**config.mk**
```make
export PLATFORM = sky130hd
export DESIGN_NAME = i2s_tx_fifo_flat
export DESIGN_NICKNAME = d
export VERILOG_FILES = /design/src/rtl/i2s_pkg.sv /design/src/rtl/i2s_tx_fifo_if.sv /design/src/rtl/i2s_pair_ram.sv /design/src/rtl/i2s_tx_fifo.sv /design/src/flat_wrapper.sv
export SDC_FILE = /design/constraint.sdc
export NUM_CORES = 1
export LEC_CHECK = 0
export CAP_MARGIN = 20
export CORE_ASPECT_RATIO = 0.5
export CORE_MARGIN = 2
export CORE_UTILIZATION = 60
export CTS_CLUSTER_SIZE = 10
export DETAILED_ROUTE_END_ITERATION = 8
export HOLD_SLACK_MARGIN = 0.05
export PLACE_DENSITY = 0.87
export RECOVER_POWER = 50
export SYNTH_ARGS = -nofsm -noshare
export SYNTH_HDL_FRONTEND = slang
export SYNTH_HIERARCHICAL = 1
export SYNTH_SLANG_ARGS = --single-unit
```
**constraint.sdc**
```tcl
create_clock -name clk -period 10 [get_ports clk]
set_input_delay 2 -clock clk [delete_from_list [all_inputs] [get_ports clk]]
set_output_delay 2 -clock clk [all_outputs]
set_load 0.02 [all_outputs]
```
**src/rtl/i2s_pkg.sv**
```systemverilog
// Shared types for the I2S transmit path: sample word, stereo pair and packer state.
package i2s_pkg;

  typedef logic [31:0] i2s_sample_t;

  typedef struct packed {
    i2s_sample_t l;
    i2s_sample_t r;
  } i2s_pair_t;

  typedef enum logic {
    PK_LEFT  = 1'b0,
    PK_RIGHT = 1'b1
  } pk_state_t;

endpackage

```
**src/rtl/i2s_tx_fifo_if.sv**
```systemverilog
// Register-side and transmitter-side signals of the stereo sample FIFO.
interface i2s_tx_fifo_if #(
  parameter int DEPTH = 8
);

  logic                     flush;
  logic                     wr_en;
  logic [31:0]              wr_data;
  logic                     data_rqst;
  logic                     err_clr;
  logic [31:0]              data_left;
  logic [31:0]              data_right;
  logic [$clog2(DEPTH):0]   level;
  logic                     full;
  logic                     empty;
  logic                     low_wm;
  logic                     overflow;
  logic                     underrun;

  modport master (
    output flush, wr_en, wr_data, data_rqst, err_clr,
    input  data_left, data_right, level, full, empty, low_wm, overflow, underrun
  );

  modport slave (
    input  flush, wr_en, wr_data, data_rqst, err_clr,
    output data_left, data_right, level, full, empty, low_wm, overflow, underrun
  );

endinterface

```
**src/rtl/i2s_pair_ram.sv**
```systemverilog
// Stereo-pair storage: one synchronous write port, one asynchronous read port.
module i2s_pair_ram
  import i2s_pkg::*;
#(
  parameter int DEPTH = 8,
  parameter int AW    = $clog2(DEPTH)
) (
  input  logic            clk,
  input  logic            i_we,
  input  logic [AW-1:0]   i_waddr,
  input  i2s_pair_t       i_wdata,
  input  logic [AW-1:0]   i_raddr,
  output i2s_pair_t       o_rdata
);

  i2s_pair_t r_mem [DEPTH];

  always_ff @(posedge clk) begin
    if (i_we) r_mem[i_waddr] <= i_wdata;
  end

  assign o_rdata = r_mem[i_raddr];

endmodule

```
**src/rtl/i2s_tx_fifo.sv**
```systemverilog
// Packs register writes into left/right pairs and hands one pair per frame to the I2S transmitter.
module i2s_tx_fifo
  import i2s_pkg::*;
#(
  parameter int DEPTH   = 8,
  parameter int LOW_WM  = 2,
  parameter bit MUTE_UR = 1'b1
) (
  input logic          clk,
  input logic          rst,
  i2s_tx_fifo_if.slave bus
);

  localparam int AW = $clog2(DEPTH);

  pk_state_t   r_pk_state;
  i2s_sample_t r_hold;
  logic [AW:0] r_wr_ptr;
  logic [AW:0] r_rd_ptr;
  i2s_pair_t   r_out;
  logic        r_overflow;
  logic        r_underrun;

  logic [AW:0] w_level;
  logic        w_full;
  logic        w_empty;
  logic        w_commit;
  logic        w_pop;
  logic        w_pop_ok;
  logic        w_accept;
  logic        w_ovf_set;
  logic        w_ur_set;
  i2s_pair_t   w_head;
  i2s_pair_t   w_wpair;

  assign w_level  = r_wr_ptr - r_rd_ptr;
  assign w_full   = (w_level == (AW+1)'(DEPTH));
  assign w_empty  = (w_level == '0);

  assign w_commit = bus.wr_en && (r_pk_state == PK_RIGHT) && !bus.flush;
  assign w_pop    = bus.data_rqst && !bus.flush;
  assign w_pop_ok = w_pop && !w_empty;
  // A pop in the same cycle frees the slot, so a commit while full is still accepted.
  assign w_accept  = w_commit && (!w_full || w_pop_ok);
  assign w_ovf_set = w_commit && w_full && !w_pop_ok;
  assign w_ur_set  = w_pop && w_empty;
  assign w_wpair   = '{l: r_hold, r: bus.wr_data};

  i2s_pair_ram #(
    .DEPTH (DEPTH),
    .AW    (AW)
  ) u_ram (
    .clk     (clk),
    .i_we    (w_accept),
    .i_waddr (r_wr_ptr[AW-1:0]),
    .i_wdata (w_wpair),
    .i_raddr (r_rd_ptr[AW-1:0]),
    .o_rdata (w_head)
  );

  always_ff @(posedge clk or posedge rst) begin
    if (rst) begin
      r_pk_state <= PK_LEFT;
      r_hold     <= '0;
    end else if (bus.flush) begin
      r_pk_state <= PK_LEFT;
      r_hold     <= '0;
    end else if (bus.wr_en) begin
      case (r_pk_state)
        PK_LEFT: begin
          r_hold     <= bus.wr_data;
          r_pk_state <= PK_RIGHT;
        end
        PK_RIGHT: r_pk_state <= PK_LEFT;
        default:  r_pk_state <= PK_LEFT;
      endcase
    end
  end

  always_ff @(posedge clk or posedge rst) begin
    if (rst) begin
      r_wr_ptr <= '0;
      r_rd_ptr <= '0;
    end else if (bus.flush) begin
      r_wr_ptr <= '0;
      r_rd_ptr <= '0;
    end else begin
      if (w_accept) r_wr_ptr <= r_wr_ptr + 1'b1;
      if (w_pop_ok) r_rd_ptr <= r_rd_ptr + 1'b1;
    end
  end

  // On underrun the outputs either mute or keep presenting the last pair.
  always_ff @(posedge clk or posedge rst) begin
    if (rst) begin
      r_out <= '0;
    end else if (bus.flush) begin
      r_out <= '0;
    end else if (w_pop_ok) begin
      r_out <= w_head;
    end else if (w_ur_set && MUTE_UR) begin
      r_out <= '0;
    end
  end

  always_ff @(posedge clk or posedge rst) begin
    if (rst) begin
      r_overflow <= 1'b0;
      r_underrun <= 1'b0;
    end else begin
      r_overflow <= w_ovf_set || (r_overflow && !bus.err_clr);
      r_underrun <= w_ur_set  || (r_underrun && !bus.err_clr);
    end
  end

  assign bus.data_left  = r_out.l;
  assign bus.data_right = r_out.r;
  assign bus.level      = w_level;
  assign bus.full       = w_full;
  assign bus.empty      = w_empty;
  assign bus.low_wm     = (w_level <= (AW+1)'(LOW_WM));
  assign bus.overflow   = r_overflow;
  assign bus.underrun   = r_underrun;

endmodule

```
**src/flat_wrapper.sv**
```systemverilog
// flat-port wrapper written by rule: the top's interface ports become plain ports
module i2s_tx_fifo_flat import i2s_pkg::*;
#(
  parameter int DEPTH   = 8,
  parameter int LOW_WM  = 2,
  parameter bit MUTE_UR = 1'b1
)
  (clk, rst, bus_flush, bus_wr_en, bus_wr_data, bus_data_rqst, bus_err_clr, bus_data_left, bus_data_right, bus_level, bus_full, bus_empty, bus_low_wm, bus_overflow, bus_underrun);
  i2s_tx_fifo_if #(.DEPTH(DEPTH)) bus_i ();
  input logic clk;
  input logic rst;
  input wire logic [$bits(bus_i.flush)-1:0] bus_flush;
  input wire logic [$bits(bus_i.wr_en)-1:0] bus_wr_en;
  input wire logic [$bits(bus_i.wr_data)-1:0] bus_wr_data;
  input wire logic [$bits(bus_i.data_rqst)-1:0] bus_data_rqst;
  input wire logic [$bits(bus_i.err_clr)-1:0] bus_err_clr;
  output wire logic [$bits(bus_i.data_left)-1:0] bus_data_left;
  output wire logic [$bits(bus_i.data_right)-1:0] bus_data_right;
  output wire logic [$bits(bus_i.level)-1:0] bus_level;
  output wire logic [$bits(bus_i.full)-1:0] bus_full;
  output wire logic [$bits(bus_i.empty)-1:0] bus_empty;
  output wire logic [$bits(bus_i.low_wm)-1:0] bus_low_wm;
  output wire logic [$bits(bus_i.overflow)-1:0] bus_overflow;
  output wire logic [$bits(bus_i.underrun)-1:0] bus_underrun;
  assign bus_i.flush = bus_flush;
  assign bus_i.wr_en = bus_wr_en;
  assign bus_i.wr_data = bus_wr_data;
  assign bus_i.data_rqst = bus_data_rqst;
  assign bus_i.err_clr = bus_err_clr;
  assign bus_data_left = bus_i.data_left;
  assign bus_data_right = bus_i.data_right;
  assign bus_level = bus_i.level;
  assign bus_full = bus_i.full;
  assign bus_empty = bus_i.empty;
  assign bus_low_wm = bus_i.low_wm;
  assign bus_overflow = bus_i.overflow;
  assign bus_underrun = bus_i.underrun;
  i2s_tx_fifo #(.DEPTH(DEPTH), .LOW_WM(LOW_WM), .MUTE_UR(MUTE_UR)) u_core (.clk(clk), .rst(rst), .bus(bus_i));
endmodule
```
# == Word level (Yosys, flattened, before mapping) ==
# Memories as Yosys holds them, arrays and structs flattened.
# Index checks and enable logic that the tools add are counted.
# word_totals
ff_bits,107
ram_bits,512
input_bits,38
out_inout_bits,73
elab_cells,55
memories,1
# mem_list
memory,words,word_bits,read_ports,rd_ports_with_merged_regs,write_ports,line,text
u_core.u_ram.r_mem,8,64,1,0,1,i2s_pair_ram.sv:16,i2s_pair_t r_mem [DEPTH];
# op_classes
n_addsub,3
magnitude_cmp,1
eq_ne,2
muxes,15
bitwise,1
reduce_logical,24
# ops
operator,count
2-to-1 mux 64 bit,3
2-to-1 mux 32 bit,3
2-to-1 mux 4 bit,4
logical AND 1 bit,10
"adder 4 x 1 -> 4 bit, second input constant",2
nonzero test 2 bit,3
zero test 1 bit,5
"equality test 4 bit, second input constant",1
"<= comparator 4 x 2 -> 1 bit, second input constant",1
zero test 4 bit,1
2-to-1 mux 1 bit,4
subtractor 4 bit,1
logical OR 1 bit,3
nonzero test 3 bit,1
"!= test 2 bit, second input constant",1
one-hot mux 1 bit (2 select lines),1
AND reduction 2 bit,1
inverter 1 bit,1

# == Depth between registers and ports, before layout ==
# Gate-level depths: netlist (run 1).
# depth
word_depth,8
ltp_mapped,11
ltp_nobuf,9

# == Hierarchy ==
# The synthesis (run 1) kept the hierarchy.
# modules_own_cells
mod,n_inst,cells_per_inst,area_per_inst_um2,seq_area_each_um2
i2s_pair_ram,1,752,19266.0,15374.7
i2s_tx_fifo,1,288,4068.9,2677.6

# == Least setup slack after synthesis (run 1) ==
# No wires, ideal clock.
# synth_timing
path_kind,in2reg
from,input bus_data_rqst
to,memory u_core/u_ram/r_mem[4][0] (netlist bit) (enable)
setup_ns,0.564
t_arrival_ns,7.256
required_ns,9.436
path_slack_ns,2.179
path_stages,5
n_path_buf,0
path_cell_list,nor2b_1 > nor4_1 > a31oi_1 > nand2_1 > nor3_1
# synth_via
elab_chain_len,6
# synth_rtl
item,line,text
start: declaration,flat_wrapper.sv:15,input wire logic [$bits(bus_i.data_rqst)-1:0] bus_data_rqst;
logical AND 1 bit,i2s_tx_fifo.sv:41,assign w_pop = bus.data_rqst && !bus.flush;
logical AND 1 bit,i2s_tx_fifo.sv:42,assign w_pop_ok = w_pop && !w_empty;
logical OR 1 bit,i2s_tx_fifo.sv:44,assign w_accept = w_commit && (!w_full || w_pop_ok);
logical AND 1 bit,i2s_tx_fifo.sv:44,
named net u_core.w_accept,i2s_tx_fifo.sv:30,logic w_accept;
2-to-1 mux 1 bit,i2s_pair_ram.sv:19,if (i_we) r_mem[i_waddr] <= i_wdata;
2-to-1 mux 1 bit (not written as such),i2s_pair_ram.sv:19,
end: declaration,i2s_pair_ram.sv:16,
# The timed path passes the listed nets, and every way through them passes these cells.

# == Final worst setup path (run 1) ==
# layout_timing
from,register u_core.r_rd_ptr[1]
to,output bus_low_wm
# layout_via
elab_chain_len,2
# layout_rtl
item,line,text
start: declaration,i2s_tx_fifo.sv:19,logic [AW:0] r_rd_ptr;
start signal: assignment,i2s_tx_fifo.sv:89,if (w_pop_ok) r_rd_ptr <= r_rd_ptr + 1'b1;
subtractor 4 bit,i2s_tx_fifo.sv:36,assign w_level = r_wr_ptr - r_rd_ptr;
<= comparator 4 x 2 -> 1 bit,i2s_tx_fifo.sv:121,assign bus.low_wm = (w_level <= (AW+1)'(LOW_WM));
end: declaration,flat_wrapper.sv:22,output wire logic [$bits(bus_i.low_wm)-1:0] bus_low_wm;
# Every way passes these cells.

==> metrics, run 1 <==
status=finished with violations; failing checks=max-capacitance violations, max-slew violations; Worst-path clk slew=0.06 ns; Syn-to-layout area delta=16.46%; vias in the first global route=12660; leakage power=9.130 nW; setup tns final=0 ns; CTS root buffer=clkbuf_16; clock buffer depth=3; Vias/cell=7.046; pin count of the biggest net entering global routing=79; Cell Pwr Density=251.1 mW/mm^2; ANT nets after route=0; DRT iter0 DRCs=1760; Max transition margin=-0.5891; post-route DRC violation count=0; Num Clock Sinks=619; fin nets=1232; slew of the pin with the lowest slew margin=2.384 ns; Initial Utilization=0.6044; Port Buffer Count=110; Final setup viols=0; Tot Pwr=6.824 mW; unique cell type count in the Yosys netlist=37; fin crit period=6.462 ns; Vert. Die Dim=143.5 um; commonest non-fill, non-tap cell in the layout=edfxtp_1; post-CTS sizing=0; Synth Net Count=1084; Post-synth ARST share=0.1729; FILL cells=1926; IO Pins=111; register area share after synthesis=0.7736; Layout Utilization=0.7039; die width=282.9 um; maximum net fanout on the critical path=67; Avg Inst Size Synth=22.44 sq um; final global-route overflow total=0; CTS tree=yes; wire length per cell=34.37 um; VDD IR max=0.1792 mV; area of the mapped netlist=0.02333 sq mm; postcts setup bufs=0; Synth Register Bits=619; Max Slew Vio Count=71; Rows=51; critical path cell sequence=buf_4 -> inv_1 -> ha_1 -> a21oi_1 -> a21oi_1 -> or2_2 -> a211oi_1 -> clkdlybuf4s50_1; DR vias=12513; Critical Path RT=8.00 ns; clock latency at the later pin of the worst-skew pair=0.60 ns; Worst path slowest cell=buf_4; WS Path Type=flop to primary output; Core ar.=0.03861 sq mm; drt first pass iters=5; final WL=61040 um; CP Launch Type=flop; H-tree levels=3; final period utilization=0.6462; gpl congestion=0.7855; worst hold path type=flop to flop; Ys Warns=6; max_cap viols=2; initial antenna violation count=1; Max Clock Skew=0.01768 ns; hold_buf cts=0; DP HPWL=27880 um; Mapped Cells=1040; fmax=154.8 MHz; EDFF count, synth=512; first-pass GRT wire length=88280 um; commonest cells after routing, fill and taps aside=edfxtp_1 (512), mux4_2 (128), dfrtp_1 (104); CP most frequent cell=a21oi_1; Critical Path AT=4.46 ns; CP max stage delay=0.82 ns; GRT Overall Usage=0.3077; CP endpoint kind=primary output; Final Hold Viols=0; worst slack, placed=4.214 ns; final hold slack=0.4992 ns; Top FF cell, synth=edfxtp_1; total CTS buffers=71; fin worst setup slack=3.538 ns; unrepaired setup endpoints after global routing=no; layout cells sized above 1=0.2450; DIE AREA=0.04058 sq mm
## routing by layer
metal | GRT usage | routed length, um | vias to the layer above
li1 | - | - | 4656
met1 | 0.4114 | 21600 | 6465
met2 | 0.4888 | 29300 | 1159
met3 | 0.08779 | 7292 | 233
met4 | 0.1211 | 2845 | 0
met5 | 0 | 0 | -
## cells by family after synthesis
logic type	share of synthesized area
buffers and inverters	0.01550
AND/OR/NAND/NOR	0.009008
multiplexers	0.1561
adder cells (fa/ha/maj)	0.003539
XOR/XNOR	0.002252
flip-flops	0.7736
AO/OA/AOI/OAI	0.03995
## layout make-up
type	count	area, sq um	area share
Antenna cell	1	2.502	0.00009209
Clock buffer	128	2097	0.07717
Clock inverter	2	25.02	0.0009209
Inverter	8	31.28	0.001151
Multi-Input combinational cell	357	4984	0.1834
Sequential cell	619	18060	0.6646
Tap cell	530	663.1	0.02440
Timing Repair Buffer	131	1311	0.04825
## flip-flops by register name (all words and copies together) (netlist names)
signal	count
u_core/bus.data_left	32
u_core/bus.data_right	32
u_core/bus.overflow	1
u_core/bus.underrun	1
u_core/r_hold	32
u_core/r_pk_state	1
u_core/r_rd_ptr	4
u_core/r_wr_ptr	4
u_core/u_ram/r_mem	512
## final timing paths
kind / startpoint / to / slack [ns] / depth (start not counted)
setup / recovery: u_core/r_rd_ptr[1] / bus_low_wm / 3.54 / 8
hold / removal: u_core/bus.data_left[18] / u_core/bus.data_left[18] / 0.50 / 1
setup reg to reg: u_core/r_rd_ptr[1] / u_core/u_ram/r_mem[4][24] / 4.82 / 9
hold reg to reg: u_core/bus.data_left[18] / u_core/bus.data_left[18] / 0.50 / 1
max in group asynchronous: rst / u_core/r_hold[5] / 5.80 / 4
min in group asynchronous: rst / u_core/bus.data_left[23] / 2.36 / 2
## synthesized netlist by cell type, drive strengths merged (3+ instances only)
master	number	area share
mux2	64	0.031
nand2	5	0.00080
xor2	3	0.0011
nor3	3	0.00064
xnor2	3	0.0011
mux2i	4	0.0017
a22o	98	0.037
edfxtp	512	0.66
a21oi	3	0.00064
nand2b	6	0.0016
inv	8	0.0013
ha	5	0.0027
nor2	13	0.0021
buf	30	0.010
clkbuf	26	0.0042
dfrtp	107	0.11
mux4	128	0.12
## where the power goes
group | internal (mW) | leakage (nW) | switching (mW) | total [mW]
logic | 0.667 | 2.02 | 0.680 | 1.35
clock network | 1.41 | 1.01 | 1.02 | 2.43
registers | 2.90 | 6.10 | 0.141 | 3.04
total | 4.98 | 9.13 | 1.84 | 6.82
## stage by stage
step,instance area (sq um),cells
detailed placement,24990,1642
global route,27170,1776
CTS,27110,1772
global placement,24990,1642
finish,27170,1776
floorplan,23330,1040
## critical path, delay by kind of cell, from the launching register on
| family | cells | cell delay, ns |
|---|---|---|
| buf+inv | 3 | 1.82 |
| compound gates | 3 | 1.00 |
| flops | 1 | 0.34 |
| simple gates | 1 | 0.40 |
| fa+ha+maj | 1 | 0.31 |
Power figures use the tool's default switching activity.
==> inputs of run 2 (changes only) <==
--- a/config.mk
+++ b/config.mk
@@ -8,11 +8,11 @@
 export CAP_MARGIN = 20
 export CORE_ASPECT_RATIO = 0.5
 export CORE_MARGIN = 2
-export CORE_UTILIZATION = 60
+export CORE_UTILIZATION = 54
 export CTS_CLUSTER_SIZE = 10
 export DETAILED_ROUTE_END_ITERATION = 8
 export HOLD_SLACK_MARGIN = 0.05
-export PLACE_DENSITY = 0.87
+export PLACE_DENSITY = 0.83
 export RECOVER_POWER = 50
 export SYNTH_ARGS = -nofsm -noshare
 export SYNTH_HDL_FRONTEND = slang
==> constraint.sdc (replaced) <==
create_clock -name clk -period 5.74 [get_ports clk]
set_input_delay 1.148 -clock clk [delete_from_list [all_inputs] [get_ports clk]]
set_output_delay 1.148 -clock clk [all_outputs]
set_load 0.02 [all_outputs]
==> run 2 against run 1 <==
The run still ends with max-capacitance violations, max-slew violations left. Hold slack gained 0.011 ns. Count of clock-buffer cells in the layout shrank 3. Setup slack lost 2.6 ns. Power grew 73%. Largest cell class unchanged. Core utilization shrank 5.8 points. Combinational power grew 71%. Final cell count grew 3.0%.
==> metrics, run 2 (same netlist as run 1, synthesis figures left out) <==
min-delay src=u_core/bus.data_left[23] (was u_core/bus.data_left[18]); FF-to-FF End=u_core/u_ram/r_mem[2][23] (was u_core/u_ram/r_mem[4][24]); final WL=58700 um (was 61040 um); postcts setup bufs=0 (unchanged); Critical Path RT=4.59 ns (was 8.00 ns); Max Clock Skew=0.01743 ns (was 0.01768 ns); CTS root buffer=clkbuf_16 (unchanged); clock buffer depth=3 (unchanged); Critical Path AT=3.70 ns (was 4.46 ns); Hold Path Stages=1 (unchanged); post-CTS sizing=0 (unchanged); hold_buf cts=0 (unchanged); Port Buffer Count=110 (unchanged); Cell Pwr Density=431.1 mW/mm^2 (was 251.1 mW/mm^2); critical path cell sequence=ha_1 -> inv_1 -> fa_1 -> xor2_1 -> or3_4 -> nor2b_1 -> clkdlybuf4s50_1 (was buf_4 -> inv_1 -> ha_1 -> a21oi_1 -> a21oi_1 -> or2_2 -> a211oi_1 -> clkdlybuf4s50_1); Crit Reg-Reg Startpoint=u_core/r_rd_ptr[0] (was u_core/r_rd_ptr[1]); DR vias=12141 (was 12513); final global-route overflow total=0 (unchanged); vias in the first global route=12511 (was 12660); CP max stage delay=0.93 ns (was 0.82 ns); WHS Endpoint=u_core/bus.data_left[23] (was u_core/bus.data_left[18]); leakage power=9.151 nW (was 9.130 nW); placed cells=1692 (was 1642); Initial Utilization=0.5515 (was 0.6044); H-tree levels=3 (unchanged); GRT Overall Usage=0.2649 (was 0.3077); drt first pass iters=7 (was 5); final period utilization=0.8438; Placed Area=0.02517 sq mm (was 0.02499 sq mm); DP HPWL=27950 um (was 27880 um); Final setup viols=0 (unchanged); DRT iter0 DRCs=1961 (was 1760); total CTS buffers=71 (unchanged); FILL cells=2479 (was 1926); clock latency at the later pin of the worst-skew pair=0.59 ns (was 0.60 ns); failing checks=max-capacitance violations, max-slew violations (unchanged); post-route DRC violation count=0 (unchanged); status=finished with violations (unchanged); die width=298.0 um (was 282.9 um); Final Hold Viols=0 (unchanged); slew of the pin with the lowest slew margin=2.783 ns (was 2.384 ns); setup slack, reg-to-reg=1.25 ns (was 4.82 ns); max FFs per register=512 (unchanged); area of the multi-input gates=0.004989 sq mm (was 0.004984 sq mm); worst-case reg-to-reg path depth=9 (unchanged); IO Pins=111 (unchanged); unrepaired setup endpoints after global routing=no (unchanged); max_cap viols=3 (was 2); Layout Utilization=0.6458 (was 0.7039); Rows=53 (was 51); Num Clock Sinks=619 (unchanged); fin crit period=4.843 ns; register with the most flip-flops=u_core/u_ram/r_mem (unchanged); Worst path slowest cell=dfrtp_4 (was buf_4); initial antenna violation count=8 (was 1); worst hold path type=flop to flop (unchanged); commonest non-fill, non-tap cell in the layout=edfxtp_1 (unchanged); fmax=206.5 MHz; WS Path Type=flop to primary output (unchanged); Register Area=0.01806 sq mm (unchanged); CP endpoint kind=primary output (unchanged); wire length per cell=32.08 um (was 34.37 um); Final Non-Filler Cells=1830 (was 1776); maximum net fanout on the critical path=39 (was 67); Core ar.=0.04231 sq mm (was 0.03861 sq mm); CP Launch Type=flop (unchanged); Vias/cell=6.634 (was 7.046); commonest cells after routing, fill and taps aside=edfxtp_1 (512), mux4_2 (128), dfrtp_1 (104) (unchanged); first-pass GRT wire length=85750 um (was 88280 um); Post-Layout Inst Area=0.02732 sq mm (was 0.02717 sq mm); layout cells sized above 1=0.2472 (was 0.2450); Vert. Die Dim=151.0 um (was 143.5 um); Max transition margin=-0.8553 (was -0.5891); pin count of the biggest net entering global routing=77 (was 79); Syn-to-layout area delta=17.09% (was 16.46%); VDD IR max=0.2225 mV (was 0.1792 mV); Worst-path clk slew=0.06 ns (about the same); DIE AREA=0.04499 sq mm (was 0.04058 sq mm); fin nets=1235 (was 1232); setup tns final=0 ns (unchanged); ANT nets after route=0 (unchanged); CTS tree=yes (unchanged); Max Slew Vio Count=104 (was 71); gpl congestion=0.7664 (was 0.7855)
[run 2: cell count changes in the layout (fill, tap and decap cells not counted), sizes merged]
cell	before	now
buf	19	22
clkbuf	130	127
clkdlybuf4s50	76	73
diode	1	7
dlygate4sd3	34	37
inv	8	9
[run 2: cell type report]
type / instances / share of cell area
sequential: 619 / 0.6610
clock buffer: 125 / 0.07478
clock inverter: 3 / 0.001236
multi-input combinational: 357 / 0.1826
timing repair buffer: 134 / 0.05220
inverter: 8 / 0.001145
tap: 577 / 0.02642
antenna: 7 / 0.0006411
[run 2: worst max path at each step]
stage                             startpoint                        end  slack, ns  cells after the start
after floorplan           u_core/r_wr_ptr[0]   u_core/u_ram/r_mem[4][0]      -1.44                      9
after global placement             bus_flush  u_core/u_ram/r_mem[2][22]       1.25                      7
after detailed placement           bus_flush  u_core/u_ram/r_mem[2][22]       1.08                      7
after CTS                 u_core/r_rd_ptr[0]                   bus_full       0.79                      7
after global routing                     rst   u_core/bus.data_right[4]       0.43                      3
final                     u_core/r_rd_ptr[0]                   bus_full       0.90                      7
[run 2: stage by stage]
stage	power [mW]	hold WS [ns]	worst slack [ns]
2_1_floorplan	6.867	0.5040	-1.437
3_3_place_gp	7.516	0.4890	1.250
3_5_place_dp	7.600	0.4917	1.081
4_1_cts	11.79	0.5120	0.7945
5_1_grt	12.12	0.5247	0.4287
6_report	11.78	0.5098	0.8966
[run 2: per-layer routing]
metal | global-route usage | vias to the layer above | wire length (um)
met5 | 0 | - | 13
met4 | 0.1113 | 2 | 1879
met3 | 0.06899 | 159 | 6606
met2 | 0.4241 | 1017 | 28850
met1 | 0.3524 | 6293 | 21350
li1 | - | 4670 | -
[run 2: report_power, final]
part / switching, mW / internal [mW] / total [mW]
Clock: 1.77 / 2.41 / 4.18
Combinational: 1.15 / 1.17 / 2.31
Sequential: 0.233 / 5.06 / 5.29
[run 2: worst max-delay path, delay by kind of cell, from the launching register on]
kind | cells | cell delay, ns
flip-flops | 1 | 0.93
AND/OR/NAND/NOR | 2 | 0.57
buffers and inverters | 2 | 0.73
XOR/XNOR | 1 | 0.19
adder cells (fa/ha/maj) | 2 | 0.69
==> edit: new RTL, flow settings as in run 2 <==
`DEPTH` is set to 8 in 4 places; all go to 4.
--- a/src/rtl/i2s_tx_fifo_if.sv
+++ b/src/rtl/i2s_tx_fifo_if.sv
@@ -1,5 +1,5 @@
 // Register-side and transmitter-side signals of the stereo sample FIFO.
 interface i2s_tx_fifo_if #(
-  parameter int DEPTH = 8
+  parameter int DEPTH = 4
 );
 
--- a/src/rtl/i2s_pair_ram.sv
+++ b/src/rtl/i2s_pair_ram.sv
@@ -3,5 +3,5 @@
   import i2s_pkg::*;
 #(
-  parameter int DEPTH = 8,
+  parameter int DEPTH = 4,
   parameter int AW    = $clog2(DEPTH)
 ) (
--- a/src/rtl/i2s_tx_fifo.sv
+++ b/src/rtl/i2s_tx_fifo.sv
@@ -3,5 +3,5 @@
   import i2s_pkg::*;
 #(
-  parameter int DEPTH   = 8,
+  parameter int DEPTH   = 4,
   parameter int LOW_WM  = 2,
   parameter bit MUTE_UR = 1'b1
--- a/src/flat_wrapper.sv
+++ b/src/flat_wrapper.sv
@@ -2,5 +2,5 @@
 module i2s_tx_fifo_flat import i2s_pkg::*;
 #(
-  parameter int DEPTH   = 8,
+  parameter int DEPTH   = 4,
   parameter int LOW_WM  = 2,
   parameter bit MUTE_UR = 1'b1
Interface: changed (resized bus_level); port bits go from 111 to 110. No check against the original RTL was run, so the function may have changed too.
==> edit against run 2 <==
- the run still ends with capacitance limit, slew limit left
- sequential cell count down 258
- routed wire length is 50% lower
- sequential power down 42%
- setup slack got worse by 11 ps
- power decreased by 41%
- maximum frequency fell by 0.24%
- design area is 40% lower
- area after synthesis fell by 41%
- critical endpoint unchanged
==> edit: results (changes against run 2) <==
stage	metric	value	unit	change
flow_run	max cap viols	1		-2
timing	Slew Viols, Final	53		-49%
status	status	complete, but fails checks		
status	failing checks	capacitance limit, slew limit		
yosys	Seq/Total Area, Yosys	74.5	%	-2.9 points
setup_path	worst reg-to-reg setup slack	1610	ps	+360 ps
clock_tree	htree depth	2		-1
setup_path	Worst R2R End	u_core/u_ram/r_mem[0][17]		
place	DP HPWL	14.7	mm	-47%
cells_and_area	Layout Nets	912		-26%
global_route	global-route wire length before repair	45.4	mm	-47%
yosys	count of different cell masters after synthesis	36		-2.7%
yosys	Commonest cells post-synth	edfxtp_1 (256), dfrtp_1 (105), nand2_1 (70)		
yosys	EDFF count, synth	256		-50%
clock_tree	Clk Latency, worst-skew pair	530	ps	-60 ps
power_and_ir_drop	VDD IR max	0.237	mV	+6.4%
setup_path	reg2reg path depth	7		-2
global_route	initial antenna violation count	1		-7
timing	Setup Skew	13.2	ps	-4.20 ps
route	DR iter-0 viols	758		-61%
power_and_ir_drop	cell leakage power	5.75	nW	-37%
cells_and_area	max FFs per register	256		-50%
yosys	largest cells by area after synthesis	edfxtp_1 (56%), dfrtp_1 (19%), mux4_2 (9.8%)		
route	WL/cell	23.7	µm	-26%
global_route	vias in the first global route	7888		-37%
route	Pre-Repair DR Iteration Count	5		-2
setup_path	CP max FO	45		+15%
-- edit: cell count changes in the layout (fill, tap and decap cells not counted), sizes merged, moves of 5 or more --
cell	before	now
diode	7	1
a22o	98	32
edfxtp	512	256
buf	22	13
nand2b	6	1
clkdlybuf4s50	73	39
mux4	128	64
a21oi	3	69
o211ai	0	64
nor2	13	8
nand2	5	70
clkbuf	127	74
mux2	64	3
dlygate4sd3	37	68
-- edit: through the flow --
stage | instance area [µm²] | total power [mW] | worst slack [ps] | hold WS (ps)
global placement | 15100 | 4.62 | 1430 | 480
detailed placement | 15100 | 4.66 | 1430 | 490
finish | 16400 | 6.95 | 885 | 498
global route | 16400 | 7.22 | 713 | 508
CTS | 16300 | 7.02 | 853 | 502
floorplan | 13900 | 4.19 | 828 | 476
-- edit: worst min-delay path by stage --
stage	from	endpoint	slack [ps]	cells after the start
6_report	u_core/bus.underrun	u_core/bus.underrun	500	1
4_1_cts	u_core/bus.overflow	u_core/bus.overflow	500	1
3_3_place_gp	u_core/bus.underrun	u_core/bus.underrun	480	1
3_5_place_dp	u_core/bus.underrun	u_core/bus.underrun	490	1
2_1_floorplan	u_core/r_hold[0]	u_core/u_ram/r_mem[0][32]	480	0
5_1_grt	u_core/bus.underrun	u_core/bus.underrun	510	1
-- edit: critical path, cell delays in order, from the launching register on --
cell,delay (ps)
dfrtp_4,690
ha_1,290
fa_1,370
xor3_2,980
nor2b_1,220
clkdlybuf4s50_1,610
-- edit: routing by layer --
metal | wire (µm) | global-route usage [%] | part of all wire, % | vias up
met2 | 15300 | 38.6 | 52 | 320
met3 | 1800 | 3.85 | 6.1 | 53
met5 | 0 | 0 | 0 | -
met1 | 11800 | 29.3 | 40 | 3940
li1 | - | - | - | 3255
met4 | 639 | 7.91 | 2.2 | 0
-- edit: kinds of logic after synthesis --
kind of cell / Yosys count / share of synthesized area (%)
and+or+nand+nor: 90 / 2.71
adders and majority gates: 4 / 0.416
AOI/OAI and AO/OA: 170 / 8.37
buffers and inverters: 67 / 2.90
muxes: 69 / 10.9
DFF: 361 / 74.5
xor gates and xnor gates: 2 / 0.235
-- edit: power breakdown --
group	leakage [nW]	internal (mW)	switching (mW)
Clock	0.575	1.38	0.976
Sequential	3.76	2.95	0.134
Combinational	1.42	0.644	0.868
Total	5.75	4.98	1.98
-- edit: area by class of cell --
cell class	instances	area, µm²
antenna	1	2.50
inverter	9	35.0
clock inverter	4	42.5
fill	1558	8780
clock buffer	73	1170
multi-input combinational	335	3170
timing repair buffer	121	1230
sequential	361	10300
tap	344	430
